==> src/rtl/rgb_window_pkg.sv <==
// Shared types and constants for the RGB 3x3 window generator.
package rgb_window_pkg;

   localparam int PIX_W = 8;              // bits per colour channel
   localparam int NCH   = 3;              // colour channels per pixel
   localparam int WIN_W = 9 * PIX_W;      // one packed 3x3 window, one channel

   // One raster pixel, laid out exactly as it arrives on pix_in.
   typedef struct packed {
      logic [PIX_W-1:0] r;
      logic [PIX_W-1:0] g;
      logic [PIX_W-1:0] b;
   } rgb_t;

   // Bit offset of window position k (1 = top-left ... 9 = bottom-right).
   function automatic int win_slice(input int k);
      return (k - 1) * PIX_W;
   endfunction

endpackage

==> src/rtl/rgb_window_gen_if.sv <==
// Pixel-in / window-out stream bundle between the raster source, the window
// generator and the convolution stage.
interface rgb_window_gen_if;
   import rgb_window_pkg::*;

   logic [NCH*PIX_W-1:0] pix_in;
   logic                 pix_valid;
   logic                 pix_ready;
   logic [WIN_W-1:0]     win_R;
   logic [WIN_W-1:0]     win_G;
   logic [WIN_W-1:0]     win_B;
   logic                 win_valid;
   logic                 win_ready;
   logic                 win_last;

   // Environment side: drives pixels and window backpressure.
   modport master (
      output pix_in, pix_valid, win_ready,
      input  pix_ready, win_R, win_G, win_B, win_valid, win_last
   );

   // Window generator side.
   modport slave (
      input  pix_in, pix_valid, win_ready,
      output pix_ready, win_R, win_G, win_B, win_valid, win_last
   );

endinterface

==> src/rtl/line_buf.sv <==
// One image line of pixels: asynchronous read and synchronous write at the
// same address, so a read in the writing cycle returns the previous contents.
module line_buf
   import rgb_window_pkg::*;
#(
   parameter int DEPTH = 16
) (
   input  logic                     clk,
   input  logic                     we,
   input  logic [$clog2(DEPTH)-1:0] addr,
   input  rgb_t                     wdata,
   output rgb_t                     rdata
);

   rgb_t mem [DEPTH];

   assign rdata = mem[addr];

   // Store the incoming pixel; the old word has already been read out above.
   // NOTE: the storage array has no reset -- stale lines are never used before
   // they are overwritten, and a reset would stop this mapping onto RAM.
   always_ff @(posedge clk) begin
      if (we) mem[addr] <= wdata;
   end

endmodule

==> src/rtl/rgb_window_gen.sv <==
// Streaming 3x3 window generator: two line buffers feed a 3x3 shift array,
// and every complete interior window is presented on a registered
// valid/ready output.
module rgb_window_gen
   import rgb_window_pkg::*;
#(
   parameter int IMG_W = 16,
   parameter int IMG_H = 16
) (
   input  logic             clk,
   input  logic             rst,
   rgb_window_gen_if.slave  bus
);

   localparam int            CW       = $clog2(IMG_W);
   localparam int            RW       = $clog2(IMG_H);
   localparam logic [CW-1:0] COL_LAST = CW'(IMG_W - 1);
   localparam logic [RW-1:0] ROW_LAST = RW'(IMG_H - 1);

   logic [CW-1:0]    col;
   logic [RW-1:0]    row;
   logic             accept;
   logic             emit;
   rgb_t             pix;
   rgb_t             lb0_rd;
   rgb_t             lb1_rd;
   rgb_t             win_arr [3][3];
   rgb_t             nxt_arr [3][3];
   logic [WIN_W-1:0] nxt_R;
   logic [WIN_W-1:0] nxt_G;
   logic [WIN_W-1:0] nxt_B;

   assign pix           = rgb_t'(bus.pix_in);
   assign bus.pix_ready = !bus.win_valid || bus.win_ready;
   assign accept        = bus.pix_valid && bus.pix_ready;
   assign emit          = accept && (row >= RW'(2)) && (col >= CW'(2));

   // LB0 holds row-1, LB1 holds row-2; LB1 is refilled from LB0's old word.
   line_buf #(.DEPTH(IMG_W)) u_lb0 (
      .clk   (clk),
      .we    (accept),
      .addr  (col),
      .wdata (pix),
      .rdata (lb0_rd)
   );

   line_buf #(.DEPTH(IMG_W)) u_lb1 (
      .clk   (clk),
      .we    (accept),
      .addr  (col),
      .wdata (lb0_rd),
      .rdata (lb1_rd)
   );

   // Raster position of the next pixel to be accepted.
   // NOTE: sequential state uses non-blocking (<=) so every register samples
   // pre-edge values regardless of block ordering.
   always_ff @(posedge clk or posedge rst) begin
      if (rst) begin
         col <= '0;
         row <= '0;
      end else if (accept) begin
         if (col == COL_LAST) begin
            col <= '0;
            row <= (row == ROW_LAST) ? '0 : row + 1'b1;
         end else begin
            col <= col + 1'b1;
         end
      end
   end

   // Window after this beat: shift columns left, new right column from the line buffers.
   always_comb begin
      for (int r = 0; r < 3; r++) begin
         nxt_arr[r][0] = win_arr[r][1];
         nxt_arr[r][1] = win_arr[r][2];
      end
      nxt_arr[0][2] = lb1_rd;
      nxt_arr[1][2] = lb0_rd;
      nxt_arr[2][2] = pix;
   end

   // Pack the next window row-major into the per-channel output buses.
   // NOTE: defaults assigned first so no path leaves a bit unassigned (no latch).
   always_comb begin
      nxt_R = '0;
      nxt_G = '0;
      nxt_B = '0;
      for (int r = 0; r < 3; r++) begin
         for (int c = 0; c < 3; c++) begin
            nxt_R[win_slice(r*3 + c + 1) +: PIX_W] = nxt_arr[r][c].r;
            nxt_G[win_slice(r*3 + c + 1) +: PIX_W] = nxt_arr[r][c].g;
            nxt_B[win_slice(r*3 + c + 1) +: PIX_W] = nxt_arr[r][c].b;
         end
      end
   end

   // 3x3 shift array, advanced once per accepted pixel.
   always_ff @(posedge clk or posedge rst) begin
      if (rst) begin
         for (int r = 0; r < 3; r++)
            for (int c = 0; c < 3; c++)
               win_arr[r][c] <= '0;
      end else if (accept) begin
         win_arr <= nxt_arr;
      end
   end

   // Output register: load a new window, or drop valid once it is taken.
   always_ff @(posedge clk or posedge rst) begin
      if (rst) begin
         bus.win_valid <= 1'b0;
         bus.win_last  <= 1'b0;
         bus.win_R     <= '0;
         bus.win_G     <= '0;
         bus.win_B     <= '0;
      end else if (emit) begin
         bus.win_valid <= 1'b1;
         bus.win_last  <= (row == ROW_LAST) && (col == COL_LAST);
         bus.win_R     <= nxt_R;
         bus.win_G     <= nxt_G;
         bus.win_B     <= nxt_B;
      end else if (bus.win_ready) begin
         bus.win_valid <= 1'b0;
      end
   end

endmodule
==> src/flat_wrapper.sv <==
// flat-port wrapper written by rule: the top's interface ports become plain ports
module rgb_window_gen_flat import rgb_window_pkg::*;
#(
   parameter int IMG_W = 16,
   parameter int IMG_H = 16
)
  (clk, rst, bus_pix_in, bus_pix_valid, bus_win_ready, bus_pix_ready, bus_win_R, bus_win_G, bus_win_B, bus_win_valid, bus_win_last);
  rgb_window_gen_if bus_i ();
  input  logic clk;
  input  logic rst;
  input wire logic [$bits(bus_i.pix_in)-1:0] bus_pix_in;
  input wire logic [$bits(bus_i.pix_valid)-1:0] bus_pix_valid;
  input wire logic [$bits(bus_i.win_ready)-1:0] bus_win_ready;
  output wire logic [$bits(bus_i.pix_ready)-1:0] bus_pix_ready;
  output wire logic [$bits(bus_i.win_R)-1:0] bus_win_R;
  output wire logic [$bits(bus_i.win_G)-1:0] bus_win_G;
  output wire logic [$bits(bus_i.win_B)-1:0] bus_win_B;
  output wire logic [$bits(bus_i.win_valid)-1:0] bus_win_valid;
  output wire logic [$bits(bus_i.win_last)-1:0] bus_win_last;
  assign bus_i.pix_in = bus_pix_in;
  assign bus_i.pix_valid = bus_pix_valid;
  assign bus_i.win_ready = bus_win_ready;
  assign bus_pix_ready = bus_i.pix_ready;
  assign bus_win_R = bus_i.win_R;
  assign bus_win_G = bus_i.win_G;
  assign bus_win_B = bus_i.win_B;
  assign bus_win_valid = bus_i.win_valid;
  assign bus_win_last = bus_i.win_last;
  rgb_window_gen #(.IMG_W(IMG_W), .IMG_H(IMG_H)) u_core (.clk(clk), .rst(rst), .bus(bus_i));
endmodule
==> config.mk <==
export PLATFORM = sky130hd
export DESIGN_NAME = rgb_window_gen_flat
export DESIGN_NICKNAME = d
export VERILOG_FILES = /design/src/rtl/rgb_window_pkg.sv /design/src/rtl/rgb_window_gen_if.sv /design/src/rtl/line_buf.sv /design/src/rtl/rgb_window_gen.sv /design/src/flat_wrapper.sv
export SDC_FILE = /design/constraint.sdc
export NUM_CORES = 1
export LEC_CHECK = 0
export BUFFER_PORTS_ARGS = -buffer_cell sky130_fd_sc_hd__clkbuf_2
export CORE_AREA = 2 2 351 422
export CTS_CLUSTER_SIZE = 12
export DETAILED_ROUTE_END_ITERATION = 10
export DIE_AREA = 0 0 353 424
export GPL_TIMING_DRIVEN = 1
export SLEW_MARGIN = 10
export SYNTH_ARGS = -nofsm -noshare
export SYNTH_HDL_FRONTEND = slang
export SYNTH_SLANG_ARGS = --single-unit
==> constraint.sdc <==
create_clock -name clk -period 15 [get_ports clk]
set_input_delay 0.75 -clock clk [delete_from_list [all_inputs] [get_ports clk]]
set_output_delay 0.75 -clock clk [all_outputs]
set_load 0.05 [all_outputs]
==> impl_metrics.json, run 1 <==
{
  "setup_viol_count_final": 0,
  "globalRouteOverflowTotal": 0,
  "floorplan.initialDensity_pct": 29.7,
  "worst_slew_margin_rel_pct": 2.62,
  "worst_hold_path_type": "input pin to async pin",
  "route.detailed.wl_per_inst_um": 24.2,
  "dpl-instance-area_mm2": 0.0470,
  "critPathKind": "flop to flop",
  "crit_start": "u_core.col[2]",
  "dp.final_hpwl_um": 65800,
  "worstPathBufferInverterCount": 2,
  "antenna_violation_net_count_after_detailed_routing": 0,
  "hold_violations": 0,
  "power_density_mw_per_mm2": 235,
  "synth_commonest_cells": "sky130_fd_sc_hd__edfxtp_1, sky130_fd_sc_hd__dfrtp_1, sky130_fd_sc_hd__nand2_1",
  "timing.final.ws_setup_ns": 10.57,
  "reg2reg_setup_slack_ns": 10.57,
  "drive_gt1_share_pct": 28.8,
  "hold_buffers": 0,
  "firstDrtPassIters": 5,
  "postRouteWirelength_um": 116000,
  "r2r_cells": 6,
  "cts.clk_slew.worst_paths_ns": 0.06,
  "cp_top_family": "buffers and inverters",
  "clock_insertion_delay_worst_skew_ns": 0.72,
  "finalMaxSlewViolations": 0,
  "required_ns": 15.34,
  "synthArstFlopShare_pct": 32.5,
  "worstMarginPinSlew_ns": 1.46,
  "post_cts_gate_resize_count": 0,
  "synth.avg_cell_area_um2": 17.6,
  "cts-root-buf": "sky130_fd_sc_hd__clkbuf_16",
  "ctsLongestPathBuffers": 3,
  "vias_in_the_first_global_route": 23200,
  "final-seq-area_mm2": 0.0323,
  "regToRegEndpoint": "u_core.u_lb1.mem[10][13]",
  "endpoint_kind": "flop",
  "critical-path-max-stage-delay_ns": 0.95,
  "setup_repair_after_global_routing_missed_its_margin": "false",
  "skew_ns": 0.0251,
  "buffer_ports.inserted": 246,
  "viasPerCell": 4.80,
  "worst-endpoint-arrival_ns": 4.77,
  "path_common_cell": "sky130_fd_sc_hd__buf_4",
  "cts_tree": "built",
  "outcome": "finished clean",
  "critical_path_cell_count": 6,
  "antenna_violations_before_repair": 8,
  "max_cap_violations": 0,
  "mappedNetlistNets": 2500,
  "vert_die_dim_um": 424,
  "syn-cell-area_mm2": 0.0434,
  "power.total_w": 0.0119,
  "rows": 154,
  "timing.critical_path.slowest_stage_cell": "sky130_fd_sc_hd__dfrtp_4",
  "cp-start-kind": "flop",
  "fillCellCount": 14000,
  "post-synth-top-area-cell": "sky130_fd_sc_hd__edfxtp_1",
  "cts_inserted_buffers": 113,
  "synth_cells": 2466,
  "fin_worst_hold_slack_ns": 0.213,
  "multi_input_comb_area_mm2": 0.0105,
  "synth_edf_count": 768,
  "max_freq_ghz": 0.226,
  "die_x_um": 353,
  "place_worst_setup_slack_ns": 10.45,
  "setup.worst_path.end": "u_core.u_lb1.mem[10][13]",
  "yosys_warnings": 0,
  "synth.distinct_cells": 34,
  "finalWeightedCongestion": 0.741,
  "grt_pass1_wl_um": 167000,
  "irDropWorstVdd_uv": 156,
  "first_iter_violations": 1987,
  "htree_levels": 3,
  "area_delta_synth_final_pct": 16.4,
  "num_io_pins": 247,
  "synth_top_flop_cell": "sky130_fd_sc_hd__edfxtp_1",
  "drc_errors": 0,
  "critical_path.cell_chain": "buf_4 -> buf_4 -> mux4_2 -> nand2_1 -> and2_1 -> a21oi_1",
  "num_vias": 23000,
  "cts_num_sinks": 1138,
  "total_leakage_power_nw": 18.4,
  "synth.yosys.seq_area_share_pct": 74.4,
  "stdcell_area_mm2": 0.0505,
  "die_area_mm2": 0.150,
  "synthDominantCellAreaShare_pct": 53.1,
  "pin_count_of_the_biggest_net_entering_global_routing": 172,
  "grt_use_total_pct": 15.2,
  "synth-seq-cells": 1138,
  "synth.most_common_cell": "sky130_fd_sc_hd__edfxtp_1",
  "layout_worst_path_cycle_share_pct": 29.5,
  "critical_path.reg2reg.startpoint": "u_core.col[2]",
  "critical_path.max_fanout": 41,
  "coreArea_mm2": 0.146,
  "finish.net_count": 2771,
  "timing.setup.tns_ns": 0,
  "netlist_top_cells_area": "sky130_fd_sc_hd__edfxtp_1, sky130_fd_sc_hd__dfrtp_1, sky130_fd_sc_hd__mux4_2",
  "post_cts_buffers": 0,
  "layout_min_cycle_time_ns": 4.43
}
[cell families (layout without fill, tap and decap cells)]
kind of cell	after synthesis	after routing	share of synthesized area, %
other cells	0	4	0
xor+xnor	2	2	0.0403
mux	514	514	16.3
flops	1138	1138	74.4
fa+ha+maj	6	6	0.173
simple gates	478	478	4.44
buf+inv	148	518	1.69
compound gates	180	180	2.94
[worst min-delay path by stage]
stage                         start              endpoint  slack, ns
global route                    rst      u_core.nxt_R[49]       0.27
finish                          rst  u_core.bus.win_R[51]       0.21
global placement    u_core.nxt_B[5]       u_core.nxt_B[5]       0.45
CTS                             rst      u_core.nxt_R[52]       0.20
floorplan           u_core.nxt_B[0]       u_core.nxt_B[0]       0.44
detailed placement  u_core.nxt_R[2]       u_core.nxt_R[2]       0.46
[metal layers]
layer / up-vias / wire [um] / global-route usage (%)
met5: - / 57 / 0
met2: 733 / 56500 / 25.2
met3: 157 / 8450 / 4.05
met1: 12200 / 48400 / 19.9
met4: 10 / 2290 / 3.98
li1: 9928 / - / -
[power by group]
part	switching, W	leakage (nW)	internal, W
Combinational	0.00292	5.39	0.00135
Clock	0.00119	1.72	0.00155
Sequential	0.000476	11.3	0.00439
Total	0.00459	18.4	0.00729
[cell type report]
cell class	instances	area share, %
antenna	4	0.0198
clock buffer	197	6.66
clock inverter	17	0.391
inverter	7	0.0693
multi-input combinational	1180	20.8
sequential	1138	64.0
tap	1950	4.83
timing repair buffer	297	3.24
[layout by cell type, fill, tap and decap left out, types with 6 or more instances in the layout]
cell type,n
sky130_fd_sc_hd__edfxtp_1,768
sky130_fd_sc_hd__dfrtp_1,367
sky130_fd_sc_hd__nand2_1,354
sky130_fd_sc_hd__clkbuf_2,246
sky130_fd_sc_hd__mux2_2,207
sky130_fd_sc_hd__mux2i_1,173
sky130_fd_sc_hd__mux4_2,134
sky130_fd_sc_hd__clkbuf_16,117
sky130_fd_sc_hd__clkbuf_1,66
sky130_fd_sc_hd__nor2_1,59
sky130_fd_sc_hd__a22oi_1,58
sky130_fd_sc_hd__a221oi_1,58
sky130_fd_sc_hd__a21oi_1,53
sky130_fd_sc_hd__buf_4,49
sky130_fd_sc_hd__and2_1,29
sky130_fd_sc_hd__clkbuf_8,14
sky130_fd_sc_hd__nor2_4,13
sky130_fd_sc_hd__clkinv_2,7
sky130_fd_sc_hd__o21ai_0,6
sky130_fd_sc_hd__ha_1,6
[sequential cells by signal, indices dropped and copies added, names as in the netlist]
name and count:
u_core.row 4, u_core.col 4, u_core.bus.win_valid 1, u_core.nxt_B 48, u_core.u_lb0.mem 384, u_core.bus.win_G 72, u_core.bus.win_R 72, u_core.nxt_R 48
u_core.bus.win_last 1, u_core.u_lb1.mem 384, u_core.bus.win_B 72, u_core.nxt_G 48
[through the flow]
stage          utilization [%]  std cells
2_1_floorplan                -       2466
3_3_place_gp              32.2       4572
3_5_place_dp              32.2       4572
4_1_cts                   34.6       4786
5_1_grt                   34.6       4787
6_report                  34.6       4790
Power figures use the tool's default switching activity.
==> inputs of run 2 (changes only) <==
--- a/config.mk
+++ b/config.mk
@@ -5,11 +5,12 @@
 export SDC_FILE = /design/constraint.sdc
 export NUM_CORES = 1
 export LEC_CHECK = 0
+export ABC_AREA = 1
 export BUFFER_PORTS_ARGS = -buffer_cell sky130_fd_sc_hd__clkbuf_2
-export CORE_AREA = 2 2 351 422
+export CORE_AREA = 2 2 366 440
 export CTS_CLUSTER_SIZE = 12
 export DETAILED_ROUTE_END_ITERATION = 10
-export DIE_AREA = 0 0 353 424
+export DIE_AREA = 0 0 368 442
 export GPL_TIMING_DRIVEN = 1
 export SLEW_MARGIN = 10
 export SYNTH_ARGS = -nofsm -noshare
==> constraint.sdc (replaced) <==
create_clock -name clk -period 4.25 [get_ports clk]
set_input_delay 0.2125 -clock clk [delete_from_list [all_inputs] [get_ports clk]]
set_output_delay 0.2125 -clock clk [all_outputs]
set_load 0.05 [all_outputs]
==> impl_metrics.json, run 2 <==
{
  "syn-cell-area_mm2": 0.0473,
  "reg2reg_setup_slack_ns": 1.07,
  "timing.hold.worst_path_depth": 1,
  "critPathKind": "flop to flop",
  "timing.setup.tns_ns": 0,
  "worstMarginPinSlew_ns": 1.15,
  "setup_repair_after_global_routing_missed_its_margin": "false",
  "netsw_w": 0.0186,
  "worst_slew_margin_rel_pct": 23.7,
  "clock_insertion_delay_worst_skew_ns": 0.73,
  "dp.final_hpwl_um": 79000,
  "vias_in_the_first_global_route": 30900,
  "mostFrequentLayoutCells": "sky130_fd_sc_hd__nand2_1, sky130_fd_sc_hd__inv_1, sky130_fd_sc_hd__edfxtp_1",
  "synth.yosys.seq_area_share_pct": 68.4,
  "num_io_pins": 247,
  "power_switching_share_pct": 43.2,
  "post_cts_gate_resize_count": 0,
  "synthDominantCellAreaShare_pct": 48.8,
  "pin_count_of_the_biggest_net_entering_global_routing": 212,
  "total_leakage_power_nw": 25.5,
  "max_freq_ghz": 0.315,
  "htree_levels": 3,
  "synth.most_common_cell": "sky130_fd_sc_hd__nand2_1",
  "regToRegEndpoint": "u_core.u_lb1.mem[1][7]",
  "synth.distinct_cells": 21,
  "power_frac_clock_pct": 21.7,
  "synth_cells": 4808,
  "power.total_w": 0.0431,
  "fillCellCount": 15900,
  "synth-xor-area-share_pct": 0.0371,
  "seq_power_share_pct": 39.0,
  "synthArstFlopShare_pct": 32.5,
  "cts_num_sinks": 1138,
  "yosys.area_share.simple_pct": 19.7,
  "antenna_violation_net_count_after_detailed_routing": 0,
  "worst-endpoint-arrival_ns": 3.39,
  "synth_compound_gate_area_share_pct": 3.13,
  "grt_use_total_pct": 16.3,
  "irDropWorstVdd_uv": 568,
  "finalWeightedCongestion": 0.798,
  "setup_viol_count_final": 0,
  "cts.clk_slew.worst_paths_ns": 0.06,
  "setup.worst_path.end": "u_core.u_lb1.mem[1][7]",
  "synth_edf_count": 768,
  "finalMaxSlewViolations": 0,
  "ctsLongestPathBuffers": 3,
  "cts_inserted_buffers": 110,
  "max_cap_violations": 0,
  "cts-root-buf": "sky130_fd_sc_hd__clkbuf_16",
  "synth_commonest_cells": "sky130_fd_sc_hd__nand2_1, sky130_fd_sc_hd__inv_1, sky130_fd_sc_hd__edfxtp_1",
  "synth_top_flop_cell": "sky130_fd_sc_hd__edfxtp_1",
  "floorplan.initialDensity_pct": 29.9,
  "first_iter_violations": 2927,
  "mappedNetlistNets": 4842,
  "outcome": "finished clean",
  "coreArea_mm2": 0.158,
  "biggestRegsByFlops": "u_core.u_lb0.mem x384, u_core.u_lb1.mem x384",
  "layout_commonest_cell": "sky130_fd_sc_hd__nand2_1",
  "post-synth-top-area-cell": "sky130_fd_sc_hd__edfxtp_1",
  "postRouteWirelength_um": 136000,
  "grt_pass1_wl_um": 202000,
  "num_vias": 32700,
  "endpoint_kind": "flop",
  "viasPerCell": 4.51,
  "yosys-mux-area-fraction_pct": 0,
  "finalNonFillerCells": 7255,
  "drc_errors": 0,
  "globalRouteOverflowTotal": 0,
  "route.detailed.wl_per_inst_um": 18.7,
  "crit_start": "u_core.col[0]",
  "yosys_warnings": 0,
  "hold_violations": 0,
  "finish.net_count": 5094,
  "skew_ns": 0.0287,
  "netlist_top_cells_area": "sky130_fd_sc_hd__edfxtp_1, sky130_fd_sc_hd__dfrtp_1, sky130_fd_sc_hd__nand2_1",
  "critical_path.max_fanout": 77,
  "largest_family_of_logic_cells_by_synthesized_area": "simple AND/OR/NAND/NOR gates",
  "cts_tree": "built",
  "critical_path.reg2reg.startpoint": "u_core.col[0]",
  "power_density_mw_per_mm2": 787,
  "r2r_cells": 6,
  "rows": 160,
  "fin_worst_hold_slack_ns": 0.0123,
  "power.combinational.fraction_pct": 39.3,
  "layout_worst_path_cycle_share_pct": 74.7,
  "antenna_violations_before_repair": 11,
  "required_ns": 4.46,
  "adder_and_majority_cell_fraction_of_the_synthesized_area_pct": 0.159,
  "worst_hold_path_type": "input pin to flop",
  "die_x_um": 368,
  "cp-start-kind": "flop",
  "drive_gt1_share_pct": 9.83,
  "area_delta_synth_final_pct": 15.8,
  "layout_min_cycle_time_ns": 3.18,
  "place_inst": 7032,
  "vert_die_dim_um": 442,
  "synth-seq-cells": 1138,
  "multi_input_comb_area_mm2": 0.0111,
  "firstDrtPassIters": 7,
  "final-seq-area_mm2": 0.0323,
  "synth.avg_cell_area_um2": 9.83,
  "post_cts_buffers": 0,
  "p_int_w": 0.0245,
  "buffer_ports.inserted": 246,
  "die_area_mm2": 0.163
}
## run 2: cell types whose count changed in the layout (fill, tap and decap cells not counted), sizes merged, moves of 31 or more
cell and delta:
nand2 +1606, o21ai +288, a221oi -58, mux2 -207, a22oi -58, a21oi -52
buf +48, mux4 -134, mux2i -173, inv +776, and2 -31, nor2 -46
nand3 +335
## run 2: kinds of logic after synthesis
family                     count (synthesis)
and+or+nand+nor                         2354
DFF                                     1138
buffers and inverters                   1012
AOI/OAI and AO/OA                        296
adders and majority gates                  6
xor gates and xnor gates                   2
## run 2: cell type report
| cell class | count | area share (%) |
|---|---|---|
| tap | 2106 | 4.81 |
| clock inverter | 8 | 0.178 |
| multi-input combinational | 2658 | 20.2 |
| clock buffer | 191 | 5.92 |
| antenna | 2 | 0.00914 |
| timing repair buffer | 367 | 4.44 |
| inverter | 785 | 5.42 |
| sequential | 1138 | 59.0 |
## run 2: metrics by stage
step / worst slack [ns] / area (um^2) / utilization [%]
after floorplan: -0.929 / 47300 / -
after global placement: 1.18 / 51200 / 32.4
after detailed placement: 1.14 / 51200 / 32.4
after CTS: 1.08 / 54800 / 34.6
after global routing: 0.864 / 54800 / 34.6
final: 1.07 / 54800 / 34.6
## run 2: critical path, stage by stage (launching register included)
cell,delay [ns]
sky130_fd_sc_hd__dfrtp_4,0.81
sky130_fd_sc_hd__buf_4,0.77
sky130_fd_sc_hd__nand2_1,0.11
sky130_fd_sc_hd__nand3_1,0.11
sky130_fd_sc_hd__nand2_1,0.06
sky130_fd_sc_hd__nand2_1,0.08
sky130_fd_sc_hd__nand4_1,0.61
## run 2: worst min path at each step
stage                              start                  endpoint  slack, ns
after floorplan            bus_pix_in[0]    u_core.u_lb0.mem[0][0]       0.31
after global placement               rst      u_core.bus.win_G[60]       0.33
after detailed placement             rst      u_core.bus.win_G[60]       0.34
after CTS                 bus_pix_in[15]      u_core.bus.win_G[71]     0.0009
after global routing      bus_pix_in[10]  u_core.u_lb0.mem[15][10]       0.03
final                     bus_pix_in[10]  u_core.u_lb0.mem[15][10]       0.01
## run 2: repair_timing
item	4_1_cts	5_1_grt
hold buffers	22	0
hold endpoints to repair	313	0
endpoints found under the setup margin	0	0
## run 2: power groups by stage
| stage | sequential (W) | clock, W | combinational, W |
|---|---|---|---|
| finish | 0.0168 | 0.00936 | 0.0169 |
| global route | 0.0170 | 0.00998 | 0.0184 |
| CTS | 0.0168 | 0.00956 | 0.0171 |
| detailed placement | 0.0170 | 0 | 0.0170 |
| global placement | 0.0170 | 0 | 0.0169 |
| floorplan | 0.0201 | 0 | 0.00779 |
## run 2: per-layer routing
metal | GRT usage (%) | vias up | part of all wire, %
li1 | - | 15600 | -
met3 | 2.52 | 208 | 6.3
met1 | 21.8 | 15900 | 43
met4 | 4.59 | 10 | 2.4
met5 | 0 | - | 0.048
met2 | 27.2 | 1000 | 48
